`config.mk`:
```
export PLATFORM = sky130hd
export DESIGN_NAME = bias_loader
export DESIGN_NICKNAME = d
export VERILOG_FILES = /design/src/rtl/bias_loader.sv
export SDC_FILE = /design/constraint.sdc
export NUM_CORES = 1
export LEC_CHECK = 0
export CAP_MARGIN = 20
export CORE_AREA = 3 3 71 86
export CTS_CLUSTER_DIAMETER = 100
export DETAILED_ROUTE_END_ITERATION = 10
export DIE_AREA = 0 0 74 89
export PLACE_DENSITY = 0.76
export SLEW_MARGIN = 5
export SYNTH_ARGS = -nofsm -noshare
export SYNTH_HDL_FRONTEND = slang
export SYNTH_SLANG_ARGS = --single-unit
```
`constraint.sdc`:
```
create_clock -name clock -period 1.6 [get_ports clock]
set_input_delay 0.16 -clock clock [delete_from_list [all_inputs] [get_ports clock]]
set_output_delay 0.16 -clock clock [all_outputs]
set_load 0.03 [all_outputs]
```
`src/rtl/bias_loader.sv`:
```
// Double-buffered bias vector loader: bytes arrive serially into a shadow
// register and are committed to the active bank `b` on a `swap` strobe.
module bias_loader #(
    parameter int SIZE = 4
) (
    input  logic              clock,
    input  logic              reset,
    input  logic [7:0]        in_data,
    input  logic              in_valid,
    output logic              in_ready,
    input  logic              swap,
    input  logic              flush,
    output logic [8*SIZE-1:0] b,
    output logic              b_valid,
    output logic              shadow_full,
    output logic              swap_miss,
    output logic              state_dbg_o
);

    localparam int CW = (SIZE > 1) ? $clog2(SIZE) : 1;

    typedef enum logic {
        LOAD = 1'b0,
        FULL = 1'b1
    } state_t;

    state_t              state_q;
    logic [CW-1:0]       cnt_q;
    logic [8*SIZE-1:0]   shadow_q;
    logic [8*SIZE-1:0]   b_q;
    logic                b_valid_q;
    logic                swap_miss_q;
    logic [CW-1:0]       lane_d;
    logic                last_d;

    // First byte of a vector lands in the most significant lane.
    assign lane_d = CW'(SIZE - 1) - cnt_q;
    assign last_d = (cnt_q == CW'(SIZE - 1));

    // Handshake: a byte transfers on a rising edge where in_valid && in_ready;
    // in_ready depends only on the state register, never on in_valid.
    assign in_ready    = (state_q == LOAD);
    assign shadow_full = (state_q == FULL);
    assign b           = b_q;
    assign b_valid     = b_valid_q;
    assign swap_miss   = swap_miss_q;
    assign state_dbg_o = state_q;

    always_ff @(posedge clock or negedge reset) begin
        if (!reset) begin
            state_q     <= LOAD;
            cnt_q       <= '0;
            shadow_q    <= '0;
            b_q         <= '0;
            b_valid_q   <= 1'b0;
            swap_miss_q <= 1'b0;
        end else begin
            swap_miss_q <= 1'b0;
            if (flush) begin
                // Flush beats both swap and any byte offered this cycle.
                state_q <= LOAD;
                cnt_q   <= '0;
            end else begin
                case (state_q)
                    LOAD: begin
                        if (swap) begin
                            swap_miss_q <= 1'b1;
                        end
                        if (in_valid) begin
                            for (int k = 0; k < SIZE; k++) begin
                                if (k == int'(lane_d)) begin
                                    shadow_q[8*k +: 8] <= in_data;
                                end
                            end
                            if (last_d) begin
                                cnt_q   <= '0;
                                state_q <= FULL;
                            end else begin
                                cnt_q <= cnt_q + CW'(1);
                            end
                        end
                    end
                    FULL: begin
                        if (swap) begin
                            b_q       <= shadow_q;
                            b_valid_q <= 1'b1;
                            state_q   <= LOAD;
                        end
                    end
                    default: begin
                        state_q <= LOAD;
                    end
                endcase
            end
        end
    end

endmodule
```
==> results.yml <==
hold_path:
  hold_path_class: "input port to async pin"
synthesis:
  synthMuxAreaShare_pct: 27.4
  synth_compound_area_share_pct: 0.232
  synthSimpleGateAreaFrac_pct: 4.96
  ys_seq_area_share_pct: 63.9
  synth-xor-area-share_pct: 0
  syn_nets: 180
  synth.distinct_cells: 14
  synth_fa_ha_area_share_pct: 1.85
  avgSynthCellArea_um2: 16.6
  synthesis.area_um2: 2700
  synth_seq_cells: 69
  ys_warn_count: 0
  synthCells: 163
  synth_top_family_by_area: "multiplexers"
run_status:
  outcome: "finished, final reports clean"
setup_path:
  cp-end-kind: "output pin"
  cp.arrival_ns: 1.38
  critPathTopFamily: "buffers and inverters"
  cp_num_buf_inv: 1
  crit_chain: "clkdlybuf4s50_1"
  critical_path_class: "register to output pin"
  max_stage_delay_ns: 0.68
  worstPathRequired_ns: 1.44
  cp_max_fo: 2
  cp-start-kind: "register"
  slowest_stage: "clkdlybuf4s50_1"
placed_design:
  placedCellCount: 282
  gp_congestion: 0.782
  place_area_um2: 3380
  detailed_place_hpwl_mm: 3.75
  port_buffers: 49
global_route:
  overflow: 0
  grt_pass1_wl_mm: 8.47
  grt_pass1_vias: 1716
  grtUsageTotal_pct: 17.5
  antenna_found_initial: 0
  grt_max_degree: 44
power:
  powerDensity_nw_per_um2: 1210
  power_mw: 4.40
  peakVddDrop_mv: 0.828
  p_leak_nw: 1.72
finish:
  layout.nets: 250
  drive_gt1_share_pct: 43.3
  finalInstanceArea_um2: 3630
  area_growth_pct: 34.4
  fin_cells: 300
  n_antenna_cell: 0
timing:
  fin_worst_skew_ns: 0.00936
  worst_slew_margin_rel_pct: 68.4
  tightest_slew_ns: 0.474
  setup_violations: 0
  setup_tns_ns: 0
  drv_slew: 0
  rsz0062_at_grt: "yes"
  finalCritPeriodShare_pct: 96.2
  max_freq_ghz: 0.649
  period_minus_slack_ns: 1.54
  hold_violations: 0
detailed_routing:
  ant_nets: 0
  drt_iter0_drc: 71
  wl_per_cell_um: 17.1
  vias_per_cell: 5.13
  drc: 0
  totalWireLength_mm: 5.12
  first_pass_iters: 4
  vias: 1539
cts:
  root_buffer: "clkbuf_8"
  cts.sinks: 69
  clock_latency_ns: 0.34
  h-tree-depth: 3
  cts-buffers-inserted: 9
  cts_tree: "built"
  cts_buffer_depth: 2
  clkSlewWorstSetupHoldPaths_ns: 0.07
die:
  die_area_um2: 6590
  die_x_um: 74
  die-height_um: 89
  rows: 29
  core_um2: 5330
  start_util_pct: 50.6
  io_pins: 50
job:
  max-cap-violations: 0
==> cell type report <==
| cell class | instances | area, µm² |
|---|---|---|
| sequential | 69 | 1730 |
| fill | 388 | 1700 |
| multi-input combinational | 85 | 931 |
| timing repair buffer | 65 | 659 |
| inverter | 3 | 11.3 |
| clock buffer | 12 | 155 |
| tap | 62 | 77.6 |
| clock inverter | 4 | 70.1 |
==> placed cells by master, fill, tap and decap left out <==
cell type and n:
buf_2 1, a31oi_1 1, inv_2 1, mux2i_1 2, nor3b_1 1, bufinv_16 2
buf_4 11, mux2_2 64, clkdlybuf4s50_1 45, buf_6 2, inv_1 2, buf_12 4
ha_1 4, nor3b_4 4, nor2b_1 2, nor2_1 4, clkbuf_1 1, clkbuf_8 11
nand3b_2 1, dlygate4sd3_1 1, nand2b_1 2, dlygate4sd2_1 1, clkinv_2 2, dfrtp_1 69
==> state kept, by name, summed over array words and instances, names as in the netlist <==
register and count:
shadow_q 32, swap_miss 1, b 32, b_valid 1
shadow_full 1, cnt_q 2
==> worst register-to-register path: stages (launching register included) <==
cell and delay (ns):
dfrtp_1 0.44, inv_2 0.10, ha_1 0.16, nor3b_4 0.20
buf_4 0.18, mux2_2 0.34
==> cells by family (layout without fill, tap and decap cells) <==
family	after synthesis	count (layout)
flip-flops	69	69
multiplexers	66	66
AND/OR/NAND/NOR	14	14
buffers and inverters	9	84
adder cells (fa/ha/maj)	4	4
AO/OA/AOI/OAI	1	1
==> stage by stage <==
| step | hold slack, ns | utilization [%] | setup WS (ns) |
|---|---|---|---|
| after floorplan | -0.136 | - | 0.0175 |
| after global placement | 0.127 | 63.4 | -0.204 |
| after detailed placement | 0.140 | 63.4 | -0.224 |
| after CTS | 0.310 | 67.8 | 0.0250 |
| after global routing | 0.327 | 68.1 | 0.00515 |
| final | 0.304 | 68.1 | 0.0602 |
==> synth_stat cells, drive strengths merged <==
| master | instances | area [µm²] |
|---|---|---|
| nor2b | 2 | 12.5 |
| buf | 6 | 32.5 |
| mux2 | 64 | 721 |
| dfrtp | 69 | 1730 |
| a31oi | 1 | 6.26 |
| inv | 3 | 11.3 |
| nand2b | 2 | 12.5 |
| mux2i | 2 | 20.0 |
| ha | 4 | 50.1 |
| nor3b | 5 | 82.6 |
| nor2 | 4 | 15.0 |
| nand3b | 1 | 11.3 |
==> worst paths after layout <==
kind | from | to | slack, ns | cells past startpoint
worst max-delay path | b[7] | b[7] | 0.06 | 1
worst min-delay path | reset | b_valid | 0.30 | 2
worst max register to register | cnt_q[0] | shadow_q[15] | 0.08 | 5
worst min register to register | b_valid | b_valid | 0.47 | 1
max in group asynchronous | reset | b[6] | 0.71 | 3
min in group clock | swap | swap_miss | 0.46 | 2
==> per-layer routing <==
metal | vias up | GRT usage [%] | wire length, µm
met2 | 33 | 29.4 | 2750
li1 | 708 | - | -
met1 | 791 | 21.0 | 2090
met3 | 7 | 6.30 | 229
met4 | 0 | 5.44 | 51
met5 | - | 0 | 0
==> power breakdown <==
part | switching, mW | internal (mW)
Combinational | 0.280 | 0.364
Sequential | 0.155 | 2.03
Clock | 0.611 | 0.958
Total | 1.05 | 3.35
==> what timing repair did <==
item	CTS	global route
gates resized for setup	1	3
setup buffers	0	1
hold endpoints to repair	18	0
setup endpoints to repair	1	16
hold buffers	1	0
No activity file was read; power rests on OpenSTA's default activity.
